--- src/rtl/t5_led_pkg.sv ---
// Shared state encoding and parameter defaults for the T5 LED input conditioner.
package t5_led_pkg;

    typedef enum logic [1:0] {
        ST_INIT   = 2'd0,
        ST_STABLE = 2'd1,
        ST_PEND   = 2'd2
    } led_state_e;

    localparam int unsigned DEB_CYC_DEF  = 16;
    localparam int unsigned ACT_HOLD_DEF = 3277;
    localparam int unsigned ACT_W_DEF    = 12;
    // Debounce counter width covers the full legal DEB_CYC range (2..255).
    localparam int unsigned CNT_W        = 8;

endpackage

--- src/rtl/t5_led_cond_ch.sv ---
// One LED channel: 3-flop synchroniser, startup-qualify/debounce FSM and
// activity stretcher.
module t5_led_cond_ch
    import t5_led_pkg::*;
#(
    parameter int unsigned DEB_CYC  = DEB_CYC_DEF,
    parameter int unsigned ACT_HOLD = ACT_HOLD_DEF,
    parameter int unsigned ACT_W    = ACT_W_DEF
) (
    input  logic clk,
    input  logic rst_n,
    input  logic raw,
    output logic stable,
    output logic act,
    output logic valid
);

    localparam logic [CNT_W-1:0] DEB_LAST = CNT_W'(DEB_CYC - 1);
    localparam logic [ACT_W-1:0] ACT_LOAD = ACT_W'(ACT_HOLD);

    logic             r1, r2, r3;
    led_state_e       state, state_nxt;
    logic [CNT_W-1:0] cnt, cnt_nxt;
    logic             stable_nxt, valid_nxt, act_load;
    logic [ACT_W-1:0] act_cnt, act_cnt_nxt;

    always_ff @(posedge clk or negedge rst_n) begin
        if (!rst_n) begin
            r1      <= 1'b0;
            r2      <= 1'b0;
            r3      <= 1'b0;
            state   <= ST_INIT;
            cnt     <= '0;
            stable  <= 1'b0;
            valid   <= 1'b0;
            act_cnt <= '0;
            act     <= 1'b0;
        end else begin
            r1      <= raw;
            r2      <= r1;
            r3      <= r2;
            state   <= state_nxt;
            cnt     <= cnt_nxt;
            stable  <= stable_nxt;
            valid   <= valid_nxt;
            act_cnt <= act_cnt_nxt;
            // Flag registered from the next count so it tracks act_cnt != 0 exactly.
            act     <= (act_cnt_nxt != '0);
        end
    end

    always_comb begin
        state_nxt  = state;
        cnt_nxt    = cnt;
        stable_nxt = stable;
        valid_nxt  = valid;
        act_load   = 1'b0;

        case (state)
            ST_INIT: begin
                if (r2 != r3) begin
                    cnt_nxt = '0;
                end else if (cnt == DEB_LAST) begin
                    stable_nxt = r2;
                    valid_nxt  = 1'b1;
                    cnt_nxt    = '0;
                    state_nxt  = ST_STABLE;
                end else begin
                    cnt_nxt = cnt + CNT_W'(1);
                end
            end
            ST_STABLE: begin
                if (r2 != stable) begin
                    cnt_nxt   = CNT_W'(1);
                    state_nxt = ST_PEND;
                end else begin
                    cnt_nxt = '0;
                end
            end
            ST_PEND: begin
                if (r2 == stable) begin
                    cnt_nxt   = '0;
                    state_nxt = ST_STABLE;
                end else if (cnt == DEB_LAST) begin
                    stable_nxt = r2;
                    cnt_nxt    = '0;
                    act_load   = 1'b1;
                    state_nxt  = ST_STABLE;
                end else begin
                    cnt_nxt = cnt + CNT_W'(1);
                end
            end
            default: begin
                cnt_nxt   = '0;
                state_nxt = ST_INIT;
            end
        endcase
    end

    always_comb begin
        act_cnt_nxt = act_cnt;
        if (act_load) begin
            act_cnt_nxt = ACT_LOAD;
        end else if (act_cnt != '0) begin
            act_cnt_nxt = act_cnt - ACT_W'(1);
        end
    end

endmodule

--- src/rtl/t5_led_cond.sv ---
// T5 LED input conditioner: NUM_CH independent channel conditioners plus the
// all-channels-valid reduction.
module t5_led_cond
    import t5_led_pkg::*;
#(
    parameter int unsigned NUM_CH   = 4,
    parameter int unsigned DEB_CYC  = DEB_CYC_DEF,
    parameter int unsigned ACT_HOLD = ACT_HOLD_DEF,
    parameter int unsigned ACT_W    = ACT_W_DEF
) (
    input  logic              i_clk_32k,
    input  logic              i_rst_n,
    input  logic [NUM_CH-1:0] i_led_raw,
    output logic [NUM_CH-1:0] o_led_stable,
    output logic [NUM_CH-1:0] o_led_act,
    output logic [NUM_CH-1:0] o_led_valid,
    output logic              o_all_valid
);

    for (genvar g = 0; g < NUM_CH; g++) begin : g_ch
        t5_led_cond_ch #(
            .DEB_CYC (DEB_CYC),
            .ACT_HOLD(ACT_HOLD),
            .ACT_W   (ACT_W)
        ) u_ch (
            .clk   (i_clk_32k),
            .rst_n (i_rst_n),
            .raw   (i_led_raw[g]),
            .stable(o_led_stable[g]),
            .act   (o_led_act[g]),
            .valid (o_led_valid[g])
        );
    end

    assign o_all_valid = &o_led_valid;

endmodule

--- config.mk ---
export PLATFORM = sky130hd
export DESIGN_NAME = t5_led_cond
export DESIGN_NICKNAME = d
export VERILOG_FILES = /design/src/rtl/t5_led_pkg.sv /design/src/rtl/t5_led_cond_ch.sv /design/src/rtl/t5_led_cond.sv
export SDC_FILE = /design/constraint.sdc
export NUM_CORES = 1
export LEC_CHECK = 0
export BUFFER_PORTS_ARGS = -buffer_cell sky130_fd_sc_hd__buf_2
export CORE_ASPECT_RATIO = 0.7
export CORE_UTILIZATION = 25
export DETAILED_ROUTE_END_ITERATION = 8
export PLACE_DENSITY_LB_ADDON = 0.3
export SYNTH_ARGS = -nofsm -noshare
export SYNTH_HDL_FRONTEND = slang
export SYNTH_SLANG_ARGS = --single-unit
export TNS_END_PERCENT = 10
--- constraint.sdc ---
create_clock -name i_clk_32k -period 2.6 [get_ports i_clk_32k]
set_input_delay 0.39 -clock i_clk_32k [delete_from_list [all_inputs] [get_ports i_clk_32k]]
set_output_delay 0.39 -clock i_clk_32k [all_outputs]
set_load 0.1 [all_outputs]
# [Yosys cells after proc, flatten, opt, wreduce, memory -nomap -nowiden]
# Index checks and enable logic that the tools add are counted.
[totals] out_inout_bits=13 register_bits=112
[op_classes] n_addsub=8 eq_ne=36 mux=76 n_bitwise=4 reduce_logical=29
[op_table] op="12-bit 2-to-1 mux" n=8
[op_table] op="8-bit 2-to-1 mux" n=12
[op_table] op="8-bit case mux with 3 select lines" n=4
[op_table] op="12-bit nonzero test" n=8
[op_table] op="12-bit by 1-bit subtractor with 12-bit output, second input constant" n=4
[op_table] op="8-bit by 1-bit adder with 8-bit output, second input constant" n=4
[op_table] op="8-bit by 4-bit == test with 1-bit output, second input constant" n=4
[op_table] op="2-bit 2-to-1 mux" n=16
[op_table] op="1-bit 2-to-1 mux" n=28
[op_table] op="2-bit case mux with 3 select lines" n=4
[op_table] op="3-bit AND reduction" n=8
[op_table] op="2-bit != test, second input constant" n=8
[op_table] op="2-bit by 1-bit == test with 1-bit output, second input constant" n=4
[op_table] op="2-bit == test, second input constant" n=4
[op_table] op="2-bit logical NOT" n=4
[op_table] op="1-bit != test" n=8
[op_table] op="2-bit by 1-bit != test with 1-bit output, second input constant" n=4
[op_table] op="1-bit case mux with 2 select lines" n=4
[op_table] op="2-bit AND reduction" n=4
[op_table] op="2-bit nonzero test" n=4
[op_table] op="1-bit == test" n=4
[op_table] op="1-bit inverter" n=4
[op_table] op="4-bit AND reduction" n=1

# [Logic depth before layout (Yosys ltp)]
# Gate-level depths: netlist of run 1.
[logic_depth] ltp_word=6 ltp_mapped=9 ltp_nobuf=8

# [Modules after synthesis]
# From an unflattened synthesis of run 1, not the netlist that was laid out.
[hier_totals] cells_unflattened=608 hier_area_um2=5928.2
[modules_own_cells] module="t5_led_cond_ch (g_ch[1].u_ch ...)" cells_per_inst=156 area_each_um2=1481.4 instances=2
[modules_own_cells] module="t5_led_cond_ch (g_ch[3].u_ch)" cells_per_inst=148 area_each_um2=1481.4 instances=1
[modules_own_cells] module="t5_led_cond_ch (g_ch[0].u_ch)" cells_per_inst=147 area_each_um2=1475.2 instances=1
[modules_own_cells] module="t5_led_cond" cells_per_inst=1 area_each_um2=8.8 instances=1

# [Least setup slack after synthesis of run 1]
# Ideal clock, no wire load.
[synth_path] kind="register -> register" startpoint="register g_ch[1].u_ch.act_cnt[0]" endpoint="register g_ch[1].u_ch.act" setup_ps=143 path_buffers=1 path_stages_with_launch=10 slack_ps=222 t_required_ps=2457 arrival_ps=2235 cell_sequence="dfrtp_1 > inv_1 > ha_1 > or3b_1 > clkbuf_1 > or3b_2 > a21oi_1 > o21ai_0 > a211oi_1 > nand4_1"
[synth_between] elab_chain_len=4 word_cells_on_any_way=5
[synth_lines] element="start: declaration" line_no="t5_led_cond_ch.sv:25" source="logic [ACT_W-1:0] act_cnt, act_cnt_nxt;"
[synth_lines] element="start signal: assignment" line_no="t5_led_cond_ch.sv:46" source="act_cnt <= act_cnt_nxt;"
[synth_lines] element="12-bit by 1-bit subtractor with 12-bit output or 12-bit nonzero test (tied branches)" line_no="t5_led_cond_ch.sv:105, t5_led_cond_ch.sv:104"
[synth_lines] element="12-bit 2-to-1 mux (*)" line_no="t5_led_cond_ch.sv:104" source="end else if (act_cnt != '0) begin"
[synth_lines] element="12-bit 2-to-1 mux (*)" line_no="t5_led_cond_ch.sv:102" source="if (act_load) begin"
[synth_lines] element="12-bit nonzero test (*)" line_no="t5_led_cond_ch.sv:48" source="act <= (act_cnt_nxt != '0);"
[synth_lines] element="end signal: assignment" line_no="t5_led_cond_ch.sv:48"
[synth_lines] element="end: declaration" line_no="t5_led_cond_ch.sv:14" source="output logic act,"
# Mark *: on every way between the ends. The rest lies on a longest branch, timed or not.
# A chain may end at the register's enable or synchronous reset.

# [Worst setup path after layout of run 1]
# Same ends and word-level chain as after synthesis.

==> flow_summary.json, run 1 <==
{
  "critPathMaxStageDelay_ns": 0.47,
  "cts_tree": "yes",
  "netlist_instances": 607,
  "fin_ws_ns": 0.192,
  "post_drt_wl_per_cell_um": 12.3,
  "setup_viol_count_final": 0,
  "clkLatencyLatePin_ns": 0.35,
  "antenna_found_initial": 0,
  "drt_iter0_drc": 342,
  "ys_warn_count": 0,
  "crit_chain": "inv_2 > ha_2 > or3b_4 > or3b_2 > a21oi_1 > o21ai_0 > a211oi_1 > nand4_1",
  "synthArstFlopShare": 1.00,
  "tns_ns": 0,
  "hp-start": "i_led_raw[0]",
  "multi_input_area_mm2": 0.00273,
  "antenna_left": 0,
  "ios": 19,
  "grt_start_max_net_pins": 69,
  "drive_gt1_frac": 0.108,
  "hpwl_mm": 8.37,
  "power.share.switching": 0.421,
  "pwr-share-comb": 0.589,
  "ys_ff_latch": 112,
  "antennaDiodeCount": 0,
  "slew_violations": 0,
  "power_density_mw_per_mm2": 1380,
  "yosysUniqueCellTypes": 55,
  "cts_root_buffer": "clkbuf_16",
  "clockBufferDepth": 2,
  "finalNonFillerCells": 944,
  "cp-start-kind": "flop",
  "syn_area_per_cell_um2": 9.53,
  "numCtsBuffers": 9,
  "die_h_um": 129,
  "die_w_um": 184,
  "htreeDepth": 3,
  "crit_start": "g_ch[1].u_ch.act_cnt[0]$_DFF_PN0_",
  "internal_power_w": 0.00526,
  "path_max_fanout": 6,
  "p_sw_w": 0.00383,
  "place_inst": 927,
  "dp_worst_setup_slack_ns": 0.0857,
  "via_per_inst": 4.44,
  "critPathArrivalTime_ns": 2.62,
  "dieArea_mm2": 0.0238,
  "grt_first_pass_wirelength_mm": 20.4,
  "post-cts-setup-buffer-count": 0,
  "vdd_ir_drop_max_uv": 1290,
  "first_pass_iters": 4,
  "synth_edf_count": 0,
  "seq_area_frac_synth": 0.484,
  "initial_utilization": 0.255,
  "nFillCells": 2415,
  "fin_crit_ns": 2.41,
  "areaGrowthSynthToFinish_pct": 13.5,
  "drc": 0,
  "core_mm2": 0.0227,
  "r2r-start": "g_ch[1].u_ch.act_cnt[0]$_DFF_PN0_",
  "gp_congestion": 0.808,
  "synthesis.nets": 625,
  "cts_num_sinks": 112,
  "synth_area_mm2": 0.00579,
  "io_buffer_count": 18,
  "relSlewSlack": 0.612,
  "clkTransAtPathRegs_ns": 0.08,
  "vias": 4188,
  "drv_cap": 0,
  "fin_util": 0.290,
  "grt_usage": 0.108,
  "min_path_type": "input pin to flop",
  "whs_ns": 0.134,
  "hold_viol": 0,
  "required_ns": 2.81,
  "worstMarginPinSlew_ns": 0.577,
  "rsz0062_at_grt": "no",
  "finalClockSkew_ns": 0.00660,
  "clock.fmax_mhz": 415,
  "min_period_over_period": 0.926,
  "status": "complete, no violations",
  "nNetsFinal": 645,
  "path_class": "flop to flop",
  "rows": 46,
  "synthFlopType": "dfrtp_1",
  "clkPwrFrac": 0.148,
  "slowest_stage": "or3b_2",
  "seqCellArea_mm2": 0.00280,
  "p_leak_nw": 3.17,
  "routed_wl_mm": 11.6,
  "p_seq_frac": 0.263,
  "grt_pass1_vias": 4016,
  "grt_overflow": 0,
  "end_kind": "flop"
}
## worst paths after layout
check | end | slack, ns | depth (start not counted)
worst max-delay path | g_ch[1].u_ch.act$_DFF_PN0_ | 0.19 | 8
worst min-delay path | g_ch[0].u_ch.r1$_DFF_PN0_ | 0.13 | 1
worst max register to register | g_ch[1].u_ch.act$_DFF_PN0_ | 0.19 | 8
worst min register to register | g_ch[3].u_ch.r2$_DFF_PN0_ | 0.35 | 0
max in group asynchronous | g_ch[3].u_ch.cnt[4]$_DFF_PN0_ | 1.48 | 3
min in group asynchronous | g_ch[2].u_ch.act_cnt[1]$_DFF_PN0_ | 0.46 | 2
## metrics by stage
stage          power [W]  cell area, um^2
2_1_floorplan    0.00657             5790
3_3_place_gp     0.00777             6260
3_5_place_dp     0.00780             6260
4_1_cts          0.00920             6550
5_1_grt          0.00999             6570
6_report         0.00908             6570
## worst max-delay path: cells and delay by family (launching register included)
family / cells / cell delay [ns]
simple gates: 3 / 1.00
compound gates: 3 / 0.48
flops: 1 / 0.44
fa+ha+maj: 1 / 0.22
buf+inv: 1 / 0.13
## synth_stat cells, types with 14 or more instances
cell | number | area, um^2
nor3_1 | 17 | 85.1
dfrtp_1 | 112 | 2800
xor2_1 | 27 | 236
nand2_1 | 53 | 199
a21oi_1 | 27 | 135
xnor2_1 | 38 | 333
clkbuf_1 | 14 | 52.6
inv_1 | 28 | 105
nor2_1 | 82 | 308
nand3_1 | 29 | 145
o21ai_0 | 23 | 115
## state kept, by name (all words and copies together) (netlist names)
| name | cells |
|---|---|
| g_ch.u_ch.r2 | 4 |
| g_ch.u_ch.act | 4 |
| g_ch.u_ch.cnt | 32 |
| g_ch.u_ch.valid | 4 |
| g_ch.u_ch.r1 | 4 |
| g_ch.u_ch.stable | 4 |
| g_ch.u_ch.r3 | 4 |
| g_ch.u_ch.state | 8 |
| g_ch.u_ch.act_cnt | 48 |
## placed cells by master (no fill, tap or decap), types with 6 or more instances in the layout
cell	instances
buf_2	17
mux2i_1	6
clkbuf_16	9
dfrtp_1	112
nor2_1	82
nand2b_1	6
xnor2_1	38
nand2_1	53
xor2_1	27
a21oi_1	27
nor4_1	12
o22ai_1	8
nor3_1	17
ha_1	11
o21ai_0	23
inv_1	27
or3_1	9
or4_1	7
buf_4	18
nand3_1	29
and3_1	10
## cell families after synthesis
family	synth area share
fa+ha+maj	0.0260
mux	0.0104
simple gates	0.236
flops	0.484
buf+inv	0.0450
compound gates	0.0999
xor+xnor	0.0984
## area by class of cell
type | instances | area share
sequential | 112 | 0.427
multi-input combinational | 439 | 0.416
tap | 312 | 0.0595
timing repair buffer | 37 | 0.0381
clock buffer | 11 | 0.0370
inverter | 28 | 0.0160
clock inverter | 5 | 0.00610
## power groups by stage
| stage | logic [W] | clock network [W] | registers [W] |
|---|---|---|---|
| finish | 0.00535 | 0.00134 | 0.00239 |
| floorplan | 0.00423 | 0 | 0.00234 |
| detailed placement | 0.00538 | 0 | 0.00242 |
| global placement | 0.00534 | 0 | 0.00242 |
| CTS | 0.00540 | 0.00141 | 0.00239 |
| global route | 0.00609 | 0.00148 | 0.00241 |
## layer usage
metal	vias up	routed length, um	GRT usage	share of wire
li1	2137	-	-	-
met5	-	0	0	0
met1	1977	6650	0.168	0.57
met3	11	487	0.0292	0.042
met4	0	137	0.0309	0.012
met2	63	4300	0.141	0.37
## what timing repair did
item	CTS	global route
setup endpoints to repair	0	1
resized for setup	0	4
hold endpoints to repair	14	0
hold buffers	1	0
No activity file was read; power rests on OpenSTA's default activity.
==> run 2, diff against run 1 <==
- CTS_CLUSTER_DIAMETER: default -> 100
- SYNTH_HIERARCHICAL: default -> 1
==> run 2 against run 1 <==
Effect of this change: sequential power down 22%; non-clock buffer count down 10; largest cell class is now multi-input gates; routed wire length up 1.3%; die area up 2.4%; cell count up 0.53%; via count up 2.8%; clock-buffer cell count down 1.
==> flow_summary.json, run 2 <==
{
  "largest_reg_flops": 48,
  "clkTransAtPathRegs_ns": 0.08,
  "routed_wl_mm": 11.7,
  "synthesis.nets": 626,
  "layout_common_cells": "dfrtp_1 (112), nor2_1 (70), nand2_1 (49), xnor2_1 (37), a21oi_1 (27)",
  "antenna_left": 0,
  "cts_tree": "yes",
  "drv_cap": 0,
  "first_pass_iters": 5,
  "slew_violations": 0,
  "antenna_found_initial": 0,
  "yosysMostFrequentCell": "dfrtp_1",
  "hold_viol": 0,
  "clkLatencyLatePin_ns": 0.35,
  "yosysUniqueCellTypes": 65,
  "critPathTopFamily": "simple AND/OR/NAND/NOR gates",
  "seq_area_frac_synth": 0.473,
  "core_mm2": 0.0230,
  "ys_warn_count": 6,
  "grt_pass1_vias": 4139,
  "tns_ns": 0,
  "antennaDiodeCount": 0,
  "path_class": "flop to flop",
  "finalClockSkew_ns": 0.00665,
  "fin_crit_ns": 2.33,
  "clockBufferDepth": 2,
  "whs_ns": 0.147,
  "post_drt_wl_per_cell_um": 12.4,
  "netlist_instances": 608,
  "vdd_ir_drop_max_uv": 272,
  "rsz0062_at_grt": "no",
  "areaGrowthSynthToFinish_pct": 13.5,
  "ys_ff_latch": 112,
  "relSlewSlack": 0.537,
  "post-cts-setup-buffer-count": 0,
  "drive_gt1_frac": 0.104,
  "met2_usage": 0.152,
  "clock.fmax_mhz": 430,
  "dieArea_mm2": 0.0243,
  "io_buffer_count": 18,
  "synthFlopType": "dfrtp_1",
  "status": "complete, no violations",
  "min_period_over_period": 0.894,
  "rows": 46,
  "grt_busiest_layer": "met1",
  "critPathMaxStageDelay_ns": 0.52,
  "nNetsFinal": 650,
  "ios": 19,
  "slowest_stage": "or4_4",
  "synthTopCellsByCount": "dfrtp_1 (112), nor2_1 (70), nand2_1 (49)",
  "top_regs": "g_ch.u_ch/act_cnt x48, g_ch.u_ch/cnt x32, g_ch.u_ch/state x8",
  "initial_utilization": 0.258,
  "htreeDepth": 3,
  "syn_area_per_cell_um2": 9.75,
  "synth_area_mm2": 0.00593,
  "numCtsBuffers": 9,
  "min_path_type": "input pin to flop",
  "die_w_um": 186,
  "worst-path-buf-inv": 1,
  "power_density_mw_per_mm2": 611,
  "yosysTopAreaCellShare": 0.473,
  "crit_chain": "inv_1 > ha_1 > nand2_1 > or4_4 > a21oi_2 > nand4_1 > or4_1",
  "grt_start_max_net_pins": 57,
  "critPathArrivalTime_ns": 2.54,
  "stdcell_area_mm2": 0.00673,
  "gp_congestion": 0.851,
  "hpwl_mm": 8.39,
  "die_h_um": 131,
  "synth.area.top_cells": "dfrtp_1 (47%), xnor2_1 (5.5%), nor2_1 (4.4%)",
  "gr-usage-met1": 0.158,
  "setup_viol_count_final": 0,
  "cp-start-kind": "flop",
  "synth_top_cell_by_area": "dfrtp_1",
  "grt_util_met3": 0.0233,
  "path_max_fanout": 7,
  "via_per_inst": 4.54,
  "worstMarginPinSlew_ns": 0.685,
  "final_common_cell": "dfrtp_1",
  "grt_first_pass_wirelength_mm": 20.7,
  "p_total_w": 0.00411,
  "synthArstFlopShare": 1.00,
  "synth_edf_count": 0,
  "placed_area_mm2": 0.00640,
  "largest-register": "g_ch.u_ch/act_cnt",
  "drc": 0,
  "grt_overflow": 0,
  "drt_iter0_drc": 315,
  "vias": 4305,
  "end_kind": "flop",
  "cts_num_sinks": 112,
  "cts_root_buffer": "clkbuf_16",
  "p_leak_nw": 3.27,
  "required_ns": 2.82,
  "grt_usage": 0.105
}
[run 2: logic make-up after synthesis]
group                      count (synthesis)  synth area share
xor gates and xnor gates                  62            0.0916
AOI/OAI and AO/OA                        103             0.115
buffers and inverters                     32            0.0247
adders and majority gates                 12            0.0253
DFF                                      112             0.473
and+or+nand+nor                          287             0.271
[run 2: report_power, final]
part           internal, W  total (W)  switching [W]
Sequential         0.00182    0.00187      0.0000529
Combinational     0.000327   0.000785       0.000457
Clock             0.000790    0.00145       0.000664
Total              0.00294    0.00411        0.00117
[run 2: final timing paths]
check	endpoint	depth (start not counted)	start	slack, ns
setup / recovery	g_ch[3].u_ch/act$_DFF_PN0_	7	g_ch[3].u_ch/act_cnt[1]$_DFF_PN0_	0.27
hold / removal	g_ch[1].u_ch/r1$_DFF_PN0_	1	i_led_raw[1]	0.15
setup reg to reg	g_ch[3].u_ch/act$_DFF_PN0_	7	g_ch[3].u_ch/act_cnt[1]$_DFF_PN0_	0.27
hold reg to reg	g_ch[0].u_ch/r2$_DFF_PN0_	0	g_ch[0].u_ch/r1$_DFF_PN0_	0.35
max in group asynchronous	g_ch[0].u_ch/act_cnt[6]$_DFF_PN0_	3	i_rst_n	1.34
min in group asynchronous	g_ch[3].u_ch/act_cnt[3]$_DFF_PN0_	2	i_rst_n	0.46
[run 2: cell type report]
cell class                 count  area (um^2)
sequential                   112         2800
tap                          312          390
clock inverter                 6         75.1
timing repair buffer          27          175
fill                        2402        16200
inverter                      18         67.6
clock buffer                  10          239
multi-input combinational    464         2980
[run 2: worst reg2reg max path: stages, from the launching register on]
cell and delay (ns):
dfrtp_1 0.41, inv_1 0.13, ha_1 0.22, nand2_1 0.16
or4_4 0.52, a21oi_2 0.16, nand4_1 0.09, or4_1 0.51
[run 2: timing repair]
item | in CTS | in global routing
gates resized for setup | 0 | 0
hold buffers | 1 | 0
endpoints found under the setup margin | 0 | 0
endpoints found under the hold margin | 18 | 0
[run 2: layer usage]
layer	wire [um]	vias up	part of all wire
li1	-	2209	-
met4	55	0	0.0047
met2	4750	34	0.40
met5	0	-	0
met3	254	2	0.022
met1	6680	2060	0.57
[run 2: through the flow]
stage	cells	setup slack, ns	utilization
2_1_floorplan	608	0.232	-
3_3_place_gp	932	0.315	0.279
3_5_place_dp	932	0.288	0.279
4_1_cts	949	0.286	0.293
5_1_grt	949	0.128	0.293
6_report	949	0.275	0.293
==> run 3, diff against run 2 <==
- CORE_ASPECT_RATIO: 0.7 -> 0.9
==> run 3 against run 2 <==
Effect of this change: total power down 1.7%; sequential cell count stayed put; first-iteration DRC count decreased by 33%; die area barely moved; routed wire length fell by 0.59%; non-clock buffer count is the same.
==> flow_summary.json, run 3 (same netlist as run 2, synthesis figures left out) <==
{
  "via_per_inst": 4.64,
  "clockBufferDepth": 2,
  "grt_pass1_vias": 4282,
  "drive_gt1_frac": 0.102,
  "layout_common_cells": "dfrtp_1 (112), nor2_1 (70), nand2_1 (49), xnor2_1 (37), a21oi_1 (27)",
  "drv_cap": 0,
  "hold_viol": 0,
  "routed_wl_mm": 11.7,
  "setup_viol_count_final": 0,
  "path_max_fanout": 7,
  "cts_root_buffer": "clkbuf_16",
  "htreeDepth": 3,
  "post_drt_wl_per_cell_um": 12.4,
  "fin_crit_ns": 2.32,
  "grt_first_pass_wirelength_mm": 20.7,
  "p_leak_nw": 3.26,
  "critPathArrivalTime_ns": 2.54,
  "antenna_found_initial": 0,
  "grt_usage": 0.105,
  "power_density_mw_per_mm2": 602,
  "worst-r2r-setup-slack_ns": 0.28,
  "status": "complete, no violations",
  "path_class": "flop to flop",
  "routed.top_layer": "met4",
  "gp_congestion": 0.834,
  "first_pass_iters": 6,
  "rsz0062_at_grt": "no",
  "min_period_over_period": 0.891,
  "clock.fmax_mhz": 432,
  "largest-register": "g_ch.u_ch/act_cnt",
  "die_h_um": 148,
  "vias": 4354,
  "hpwl_mm": 8.34,
  "drt_iter0_drc": 210,
  "drc": 0,
  "dieArea_mm2": 0.0243,
  "worstMarginPinSlew_ns": 0.582,
  "numCtsBuffers": 9,
  "hp-start": "i_led_raw[3]",
  "rows": 53,
  "cp-start-kind": "flop",
  "die_w_um": 164,
  "dp_worst_setup_slack_ns": 0.300,
  "relSlewSlack": 0.606,
  "core_mm2": 0.0233,
  "fin_ws_ns": 0.283,
  "cts_tree": "yes",
  "initial_utilization": 0.254,
  "final_common_cell": "dfrtp_1",
  "clkTransAtPathRegs_ns": 0.07,
  "min_path_type": "input pin to flop",
  "grt_start_max_net_pins": 53,
  "end_kind": "flop",
  "finalClockSkew_ns": 0.00576,
  "tns_ns": 0,
  "cts.repair.resized": 0,
  "nFillCells": 2483,
  "ios": 19,
  "cts_num_sinks": 112,
  "areaGrowthSynthToFinish_pct": 13.2,
  "io_buffer_count": 18,
  "clkLatencyLatePin_ns": 0.35,
  "reg2reg_depth": 7,
  "hold_path_depth": 1,
  "antenna_left": 0,
  "slew_violations": 0,
  "vdd_ir_drop_max_uv": 290,
  "wl_met3_um": 335,
  "top_regs": "g_ch.u_ch/act_cnt x48, g_ch.u_ch/cnt x32, g_ch.u_ch/state x8",
  "grt_overflow": 0,
  "nNetsFinal": 650,
  "drt-met1-wl_mm": 6.00,
  "largest_reg_flops": 48,
  "hold-path-endpoint": "g_ch[3].u_ch/r1$_DFF_PN0_",
  "critical_path.reg2reg.endpoint": "g_ch[3].u_ch/act$_DFF_PN0_",
  "r2r-start": "g_ch[3].u_ch/act_cnt[0]$_DFF_PN0_",
  "required_ns": 2.82,
  "antennaDiodeCount": 0,
  "route.met2.wl_mm": 5.13
}
[run 3: worst max path at each step]
stage	startpoint	endpoint	slack, ns	cells past startpoint
after floorplan	g_ch[3].u_ch/stable$_DFFE_PN0P_	g_ch[3].u_ch/act$_DFF_PN0_	0.23	5
after global placement	g_ch[3].u_ch/act_cnt[1]$_DFF_PN0_	g_ch[3].u_ch/act$_DFF_PN0_	0.32	7
after detailed placement	g_ch[3].u_ch/act_cnt[0]$_DFF_PN0_	g_ch[3].u_ch/act$_DFF_PN0_	0.30	7
after CTS	g_ch[3].u_ch/act_cnt[0]$_DFF_PN0_	g_ch[3].u_ch/act$_DFF_PN0_	0.29	7
after global routing	g_ch[3].u_ch/act_cnt[1]$_DFF_PN0_	g_ch[3].u_ch/act$_DFF_PN0_	0.15	7
final	g_ch[3].u_ch/act_cnt[0]$_DFF_PN0_	g_ch[3].u_ch/act$_DFF_PN0_	0.28	7
[run 3: stage by stage]
| stage | std cells | hold WS, ns | power, W | utilization | cell area (um^2) |
|---|---|---|---|---|---|
| 2_1_floorplan | 608 | 0.0944 | 0.00255 | - | 5930 |
| 3_3_place_gp | 922 | 0.295 | 0.00270 | 0.274 | 6400 |
| 5_1_grt | 938 | 0.121 | 0.00429 | 0.287 | 6710 |
| 4_1_cts | 938 | 0.117 | 0.00412 | 0.287 | 6710 |
| 6_report | 938 | 0.140 | 0.00404 | 0.287 | 6710 |
| 3_5_place_dp | 922 | 0.297 | 0.00269 | 0.274 | 6400 |
[run 3: cell type report]
| cell class | count | area [um^2] | area share |
|---|---|---|---|
| clock buffers | 9 | 225 | 0.0336 |
| clock inverters | 6 | 70.1 | 0.0104 |
| inverters | 18 | 67.6 | 0.0101 |
| multi-input cells | 464 | 2980 | 0.444 |
| flip-flops and latches | 112 | 2800 | 0.418 |
| well taps | 302 | 378 | 0.0563 |
| repair buffers | 27 | 188 | 0.0280 |
[run 3: layer usage]
metal	global-route usage	vias up
met3	0.0218	16
met4	0.0398	0
met5	0	-
met1	0.149	2086
met2	0.157	49
li1	-	2203
[run 3: what timing repair did]
item,CTS,global route
buffers inserted,0,0
setup endpoints to repair,0,0
hold buffers,1,0
hold endpoints to repair,15,0
[run 3: worst max-delay path, stage by stage (launching register included)]
cell and delay [ns]:
dfrtp_1 0.44, inv_2 0.11, ha_1 0.19, nand2_1 0.15, or4_4 0.51, a21oi_2 0.16, nand4_1 0.09, or4_1 0.52
[run 3: report_power, final]
part / internal (W) / switching (W)
combinational: 0.000333 / 0.000448
clock: 0.000749 / 0.000640
sequential: 0.00182 / 0.0000521
total: 0.00290 / 0.00114
